[src/rtl/ghost_ctrl_pkg.sv]
// Shared definitions for the ghost sprite bus controller: register map,
// status bit positions and the sprite-RAM burst state encoding.
package ghost_ctrl_pkg;

  localparam logic [2:0] REG_X0   = 3'd0;
  localparam logic [2:0] REG_Y0   = 3'd1;
  localparam logic [2:0] REG_CTRL = 3'd2;
  localparam logic [2:0] REG_VEL  = 3'd3;
  localparam logic [2:0] REG_WPTR = 3'd4;
  localparam logic [2:0] REG_PIX  = 3'd5;
  localparam logic [2:0] REG_CLR  = 3'd6;

  localparam logic [2:0] RD_STATUS = 3'd0;
  localparam logic [2:0] RD_ORIGIN = 3'd1;

  localparam int unsigned ST_BUSY  = 0;
  localparam int unsigned ST_OVF   = 1;
  localparam int unsigned ST_DIRTY = 2;

  typedef enum logic {
    IDLE  = 1'b0,
    WRITE = 1'b1
  } burst_state_t;

  // Sign-extend a 4-bit velocity component to the 11-bit coordinate width.
  function automatic logic [10:0] sext_vel(input logic [3:0] v);
    return {{7{v[3]}}, v};
  endfunction

endpackage

[src/rtl/ghost_ctrl_burst_writer.sv]
// Unpacks a 32-bit CPU word into 16 sequential 2-bit sprite-RAM writes at
// {wptr, cnt}, advancing the word pointer after each completed burst.
module sprite_burst_writer
  import ghost_ctrl_pkg::*;
#(
  parameter int ADDR = 10
) (
  input  logic            clk,
  input  logic            reset,
  input  logic            i_start,
  input  logic [31:0]     i_data,
  input  logic            i_wptr_we,
  input  logic [ADDR-5:0] i_wptr,
  output logic            o_busy,
  output logic            o_we,
  output logic [ADDR-1:0] o_addr_w,
  output logic [1:0]      o_pixel_in
);

  burst_state_t    r_state;
  logic [3:0]      r_cnt;
  logic [31:0]     r_data;
  logic [ADDR-5:0] r_wptr;
  logic            r_we;
  logic [ADDR-1:0] r_addr_w;
  logic [1:0]      r_pixel;
  logic [3:0]      w_cnt_nxt;

  assign w_cnt_nxt = r_cnt + 4'd1;

  // r_cnt names the pixel currently on the port; the next pixel is preloaded
  // so that we/addr_w/pixel_in are all driven straight from flops.
  always_ff @(posedge clk) begin
    if (reset) begin
      r_state  <= IDLE;
      r_cnt    <= '0;
      r_data   <= '0;
      r_wptr   <= '0;
      r_we     <= 1'b0;
      r_addr_w <= '0;
      r_pixel  <= '0;
    end else begin
      case (r_state)
        IDLE: begin
          if (i_wptr_we) begin
            r_wptr <= i_wptr;
          end
          if (i_start) begin
            r_data   <= i_data;
            r_cnt    <= '0;
            r_we     <= 1'b1;
            r_addr_w <= {r_wptr, 4'd0};
            r_pixel  <= i_data[1:0];
            r_state  <= WRITE;
          end
        end
        WRITE: begin
          if (r_cnt == 4'd15) begin
            r_we    <= 1'b0;
            r_wptr  <= r_wptr + 1'b1;
            r_state <= IDLE;
          end else begin
            r_cnt    <= w_cnt_nxt;
            r_addr_w <= {r_wptr, w_cnt_nxt};
            r_pixel  <= r_data[{w_cnt_nxt, 1'b0} +: 2];
          end
        end
        default: r_state <= IDLE;
      endcase
    end
  end

  assign o_busy     = (r_state == WRITE);
  assign o_we       = r_we;
  assign o_addr_w   = r_addr_w;
  assign o_pixel_in = r_pixel;

endmodule

[src/rtl/ghost_ctrl.sv]
// Ghost sprite bus controller: shadow origin/control registers committed once
// per frame at COMMIT_Y, optional per-frame velocity stepping, sprite-RAM writer.
module ghost_ctrl
  import ghost_ctrl_pkg::*;
#(
  parameter int ADDR     = 10,
  parameter int COMMIT_Y = 480
) (
  input  logic            clk,
  input  logic            reset,
  input  logic            cs,
  input  logic            write,
  input  logic            read,
  input  logic [4:0]      addr,
  input  logic [31:0]     wr_data,
  output logic [31:0]     rd_data,
  input  logic [10:0]     x,
  input  logic [10:0]     y,
  output logic [10:0]     x0,
  output logic [10:0]     y0,
  output logic [4:0]      ctrl,
  output logic            we,
  output logic [ADDR-1:0] addr_w,
  output logic [1:0]      pixel_in
);

  localparam logic [10:0] LP_COMMIT_Y = 11'(COMMIT_Y);

  logic [10:0] r_sh_x0, r_sh_y0;
  logic [4:0]  r_sh_ctrl;
  logic [3:0]  r_dx, r_dy;
  logic        r_move_en;
  logic        r_dirty, r_ovf;
  logic [10:0] r_x0, r_y0, r_x_d1;
  logic [4:0]  r_ctrl;

  logic [2:0]  w_off;
  logic        w_wr, w_busy, w_tick, w_sh_wr, w_burst_reg, w_drop;
  logic        w_start, w_wptr_we;
  logic        w_unused;

  assign w_off       = addr[2:0];
  assign w_wr        = cs & write;
  assign w_tick      = (y == LP_COMMIT_Y) && (x == '0) && (r_x_d1 != '0);
  assign w_sh_wr     = w_wr && (w_off == REG_X0 || w_off == REG_Y0 || w_off == REG_CTRL);
  assign w_burst_reg = (w_off == REG_WPTR) || (w_off == REG_PIX);
  assign w_drop      = w_wr && w_burst_reg && w_busy;
  assign w_start     = w_wr && (w_off == REG_PIX) && !w_busy;
  assign w_wptr_we   = w_wr && (w_off == REG_WPTR) && !w_busy;
  assign w_unused    = ^{addr[4:3], read};

  // Commit reads the shadows' current (pre-edge) values, so a shadow write in
  // the tick cycle lands after the commit and keeps dirty set for next frame.
  always_ff @(posedge clk) begin
    if (reset) begin
      r_sh_x0   <= '0;
      r_sh_y0   <= '0;
      r_sh_ctrl <= '0;
      r_dx      <= '0;
      r_dy      <= '0;
      r_move_en <= 1'b0;
      r_dirty   <= 1'b0;
      r_ovf     <= 1'b0;
      r_x0      <= '0;
      r_y0      <= '0;
      r_ctrl    <= '0;
      r_x_d1    <= '0;
    end else begin
      r_x_d1 <= x;

      if (w_tick) begin
        if (r_dirty) begin
          r_x0   <= r_sh_x0;
          r_y0   <= r_sh_y0;
          r_ctrl <= r_sh_ctrl;
        end else if (r_move_en) begin
          r_x0 <= r_x0 + sext_vel(r_dx);
          r_y0 <= r_y0 + sext_vel(r_dy);
        end
      end

      if (w_sh_wr) begin
        r_dirty <= 1'b1;
      end else if (w_tick) begin
        r_dirty <= 1'b0;
      end

      if (w_wr) begin
        case (w_off)
          REG_X0:   r_sh_x0   <= wr_data[10:0];
          REG_Y0:   r_sh_y0   <= wr_data[10:0];
          REG_CTRL: r_sh_ctrl <= wr_data[4:0];
          REG_VEL: begin
            r_dx      <= wr_data[3:0];
            r_dy      <= wr_data[7:4];
            r_move_en <= wr_data[8];
          end
          default: ;
        endcase
      end

      if (w_drop) begin
        r_ovf <= 1'b1;
      end else if (w_wr && w_off == REG_CLR) begin
        r_ovf <= 1'b0;
      end
    end
  end

  always_comb begin
    rd_data = '0;
    case (w_off)
      RD_STATUS: begin
        rd_data[ST_BUSY]  = w_busy;
        rd_data[ST_OVF]   = r_ovf;
        rd_data[ST_DIRTY] = r_dirty;
      end
      RD_ORIGIN: rd_data = {5'b0, r_y0, 5'b0, r_x0};
      default:   rd_data = '0;
    endcase
  end

  sprite_burst_writer #(
    .ADDR(ADDR)
  ) u_burst (
    .clk        (clk),
    .reset      (reset),
    .i_start    (w_start),
    .i_data     (wr_data),
    .i_wptr_we  (w_wptr_we),
    .i_wptr     (wr_data[ADDR-5:0]),
    .o_busy     (w_busy),
    .o_we       (we),
    .o_addr_w   (addr_w),
    .o_pixel_in (pixel_in)
  );

  assign x0   = r_x0;
  assign y0   = r_y0;
  assign ctrl = r_ctrl;

endmodule

[config.mk]
export PLATFORM = sky130hd
export DESIGN_NAME = ghost_ctrl
export DESIGN_NICKNAME = d
export VERILOG_FILES = /design/src/rtl/ghost_ctrl_pkg.sv /design/src/rtl/ghost_ctrl_burst_writer.sv /design/src/rtl/ghost_ctrl.sv
export SDC_FILE = /design/constraint.sdc
export NUM_CORES = 1
export LEC_CHECK = 0
export BUFFER_PORTS_ARGS = -buffer_cell sky130_fd_sc_hd__buf_4
export CORE_MARGIN = 3
export CORE_UTILIZATION = 61
export CTS_BUF_LIST = sky130_fd_sc_hd__clkbuf_8
export CTS_CLUSTER_SIZE = 40
export DETAILED_ROUTE_END_ITERATION = 8
export HOLD_SLACK_MARGIN = 0.12
export PLACE_DENSITY = 0.92
export REMOVE_ABC_BUFFERS = 1
export SLEW_MARGIN = 20
export SYNTH_ARGS = -nofsm -noshare
export SYNTH_HDL_FRONTEND = slang
export SYNTH_HIERARCHICAL = 1
export SYNTH_SLANG_ARGS = --single-unit
[constraint.sdc]
create_clock -name clk -period 4.5 [get_ports clk]
set_input_delay 0.9 -clock clk [delete_from_list [all_inputs] [get_ports clk]]
set_output_delay 0.9 -clock clk [all_outputs]
set_load 0.05 [all_outputs]
; Yosys cells after proc, flatten, opt, wreduce, memory -nomap -nowiden
; Index checks and enable logic that the tools add are counted.
[totals]
reg_bits = 132
in_bits = 64
output_inout_bits = 72
elab_cells = 96
[op_classes]
addsub = 4
n_eq_ne = 12
shifts = 1
n_mux = 28
n_bitwise = 2
reduce_logical = 30
[op_table]
columns = op, count
row1 = $mux W11, 4
row2 = $shiftx A32 B6 Y2, 1
row3 = $mux W24, 1
row4 = $add A11 B11 Y11, 2
row5 = $mux W10, 2
row6 = $pmux W10 S2, 1
row7 = $reduce_and A2 Y1, 10
row8 = $mux W6, 2
row9 = $pmux W6 S2, 1
row10 = $eq A11 B9 Y1 const B, 1
row11 = $logic_not A11 Y1, 1
row12 = $reduce_bool A11 Y1, 1
row13 = $logic_and A1 B1 Y1, 10
row14 = $eq A3 B3 Y1 const B, 3
row15 = $mux W1, 8
row16 = $mux W4, 2
row17 = $pmux W4 S2, 1
row18 = $add A6 B1 Y6 const B, 1
row19 = $eq A3 B2 Y1 const B, 2
row20 = $pmux W3 S2, 1
row21 = $reduce_bool A2 Y1, 3
row22 = $add A4 B1 Y4 const B, 1
row23 = $eq A4 B4 Y1 const B, 1
row24 = $mux W2, 2
row25 = 10 further kinds, 15

; Depth between registers and ports, before layout
[depth]
word_depth = 5
ltp_mapped = 9
ltp_nobuf = 9

; Modules after synthesis
; The synthesis kept the hierarchy.
[modules_own_cells]
columns = mod, n_inst, cells_per_inst, area_each_um2, seq_area_each_um2
row1 = ghost_ctrl, 1, 502, 4126.5, 1521.5
row2 = sprite_burst_writer, 1, 284, 2296.0, 1041.0

; Least setup slack after synthesis
; OpenSTA, ideal clock, no wires.
[synth_path]
kind = input-to-output
start = input addr[0]
end = output rd_data[1]
arrival_ns = 2.250
required_time_ns = 3.600
path_slack_ns = 1.350
cell_stages = 3
n_path_buf = 1
path_cell_list = buf_2 mux2i_1 nor3_1
[synth_via]
elab_chain_len = 2
elab_cells_between_ends = 3
classes_between = eq/ne: 1 / mux: 1 / reduce/logical: 1
[synth_lines]
columns = element, line
row1 = start: declaration, ghost_ctrl.sv:14  ; input logic [4:0] addr,
row2 = $eq A3 B1 Y1 / $logic_not A3 Y1 (equally long branches), ghost_ctrl.sv:112  ; case (w_off)
row3 = $pmux W3 S2 *, ghost_ctrl.sv:112
row4 = end: declaration, ghost_ctrl.sv:16  ; output logic [31:0] rd_data,
; Mark *: on every way between the ends. The rest lies on a longest branch, timed or not.

; Worst setup path after layout
[layout_path]
start = input addr[1]
end = output rd_data[25]
[layout_via]
elab_chain_len = 2
[layout_lines]
columns = element, line
row1 = $eq A3 B1 Y1, ghost_ctrl.sv:112
row2 = $mux W24, ghost_ctrl.sv:112
; Every way passes these cells.

==> flow_metrics.tcl <==
set metrics [dict create \
    die_w_um 109 \
    fin_crit_sh_pct 67.6 \
    critPathMaxFanout 21 \
    grt_start_max_net_pins 79 \
    grt_pass1_vias 5727 \
    slew_headroom_pct 37.5 \
    synth_seq_area_share_pct 39.9 \
    combPwrFrac_pct 7.4 \
    fin_nets 975 \
    clock_path_buffers 2 \
    gp_congestion 0.882 \
    status "finished, final reports clean" \
    drv_cap 0 \
    cts_sinks 128 \
    grt_pass1_wl_mm 26.6 \
    drive_above_1_share_pct 19.7 \
    worst_slew_pin_slew_ps 930 \
    clockRootBuffer "clkbuf_8" \
    pre_cts_ws_ps 1160 \
    hp-class "reg -> reg" \
    die_y_um 109 \
    n_antenna_cell 0 \
    ant_nets 0 \
    setup_slack_ps 1460 \
    synth-edff-count 0 \
    power_per_cell_area_mw_per_mm2 292 \
    synth_cells 786 \
    cts_tree "yes" \
    drt_iter0_drc 497 \
    endpoint_kind "output pin" \
    vias 6150 \
    ys_warn_count 6 \
    cp-start-kind "primary input" \
    num_rows 36 \
    netlist_area_sq_mm 0.00642 \
    dp_hpwl_mm 11.6 \
    core-area_sq_mm 0.0100 \
    die_area_sq_mm 0.0118 \
    async_reset_ff_share_pct 0 \
    clock_latency_ps 440 \
    worstSetupPathType "in -> out" \
    internal_power_mw 1.65 \
    fin_skew_ps 14.8 \
    p_clk_share_pct 41.1 \
    switching_power_mw 0.601 \
    grtUsageTotal_pct 28.3 \
    fmaxAchievable_ghz 0.329 \
    clk_pin_slew_ps 80 \
    p_leak_nw 3.05 \
    viasPerCell 5.95 \
    rsz0062_at_grt "no" \
    drt_wl_total_mm 16.7 \
    area_growth_pct 20.0 \
    antenna_found_initial 0 \
    cts_setup_buffers 0 \
    cts_resized 0 \
    avgRoutedWirePerCell_um 16.1 \
    arrival_ps 2140 \
    fillerInstances 677 \
    swShare_pct 26.7 \
    worstPathRequired_ps 3600 \
    port_buffers 122 \
    final_common_cell "nand2_1" \
    final_cell_mix "nand2_1, dfxtp_1, buf_4" \
    ioPinCount 136 \
    route.detailed.drc 0 \
    period_needed_ps 3040 \
    final-max-slew-violation-count 0 \
    h-tree-depth 4 \
    ys_seq_elements 128 \
    avgSynthCellArea_sq_um 8.17 \
    final_hold_viol_count 0 \
    dr.pass1.iters 6 \
    tns_ps 0 \
    ys.flop_type "dfxtp_1" \
    setup_viol 0 \
    hold_buffers 0 \
    grt_overflow 0 \
    initial_core_util_pct 64.2 \
    seqPwrFrac_pct 51.4 \
    synth.distinct_cells 64 \
    vdd_drop_max_uv 177 \
    cts_buffers 17 \
]
## routing by layer
| metal | up-vias | wire, um | track usage, % |
|---|---|---|---|
| li1 | 2934 | - | - |
| met1 | 2813 | 6650 | 36.6 |
| met4 | 0 | 522 | 11.4 |
| met2 | 340 | 7980 | 46.6 |
| met3 | 63 | 1510 | 5.80 |
| met5 | - | 0 | 0 |
## cells in the mapped netlist (3+ instances only)
cell	count	area [sq um]
o21ai_1	4	20.0
clkbuf_1	34	128
a211oi_1	10	75.1
ha_1	22	275
xor2_1	9	78.8
nand2_1	158	593
dfxtp_1	128	2560
buf_2	8	40.0
a2111oi_0	5	43.8
and2_1	20	125
a31oi_1	12	75.1
nor2b_1	17	106
buf_4	10	75.1
nor4_1	9	56.3
nand3_1	23	115
o21a_1	5	37.5
nor3_1	19	95.1
or2_2	3	18.8
o21ai_0	18	90.1
a21oi_1	89	445
inv_1	13	48.8
and3_1	6	37.5
mux4_2	3	67.6
xnor2_1	7	61.3
a311oi_1	4	35.0
nor2_1	54	203
nand2b_1	9	56.3
mux2i_1	38	380
nand4_1	4	25.0
## sequential cells by signal, summed over array words and instances, names as in the netlist
name,flops
r_dx,4
r_ovf,1
u_burst/r_cnt,3
u_burst/o_pixel_in,2
u_burst/o_busy,1
r_sh_ctrl,5
u_burst/r_wptr,6
u_burst/r_data,32
y0,11
ctrl,5
r_dirty,1
r_sh_y0,11
x0,11
r_dy,4
r_sh_x0,11
r_x_d1,11
u_burst/o_addr_w,7
u_burst/o_we,1
r_move_en,1
## final timing paths
check	from	endpoint	slack, ps	depth (start not counted)
max	addr[1]	rd_data[25]	1460	4
min	u_burst/r_data[21]	u_burst/r_data[21]	450	2
max reg2reg	u_burst/r_cnt[0]	u_burst/o_pixel_in[1]	1860	5
min reg2reg	u_burst/r_data[21]	u_burst/r_data[21]	450	2
## layout make-up
| class | count | area (sq um) | share of cell area (%) |
|---|---|---|---|
| sequential | 128 | 2560 | 33.2 |
| timing repair buffer | 128 | 961 | 12.5 |
| inverter | 14 | 52.6 | 0.682 |
| tap | 133 | 166 | 2.16 |
| multi-input combinational | 598 | 3600 | 46.6 |
| clock buffer | 17 | 234 | 3.04 |
| clock inverter | 15 | 136 | 1.77 |
## critical path: stages
cell     delay [ps]
buf_4           180
nor3b_4         620
and2_1          230
buf_4           200
## through the flow
stage               hold WS, ps  utilization, %  instance area [sq um]  cells  total power [mW]
detailed placement          442            73.3                   7330   1001              1.35
global route                475            77.1                   7710   1033              2.32
CTS                         456            77.0                   7700   1033              2.26
global placement            439            73.3                   7330   1001              1.34
finish                      453            77.1                   7710   1033              2.25
floorplan                   425               -                   6190    740              1.26
## cells by family (layout without fill, tap and decap cells)
| kind of cell | after synthesis | in the layout | synth area share (%) |
|---|---|---|---|
| other | 1 | 10 | 0.0584 |
| AO/OA/AOI/OAI | 172 | 172 | 16.4 |
| XOR/XNOR | 17 | 17 | 2.61 |
| multiplexers | 43 | 43 | 7.56 |
| flip-flops | 128 | 128 | 39.9 |
| adder cells (fa/ha/maj) | 24 | 24 | 4.91 |
| AND/OR/NAND/NOR | 332 | 332 | 23.7 |
| buffers and inverters | 69 | 174 | 4.95 |
## power by group through the flow
stage	Clock [mW]	Combinational, mW	Sequential, mW
2_1_floorplan	0	0.0664	1.19
3_3_place_gp	0	0.159	1.18
3_5_place_dp	0	0.164	1.18
4_1_cts	0.936	0.164	1.16
5_1_grt	0.982	0.180	1.16
6_report	0.927	0.168	1.16
No activity file was read; power rests on OpenSTA's default activity.
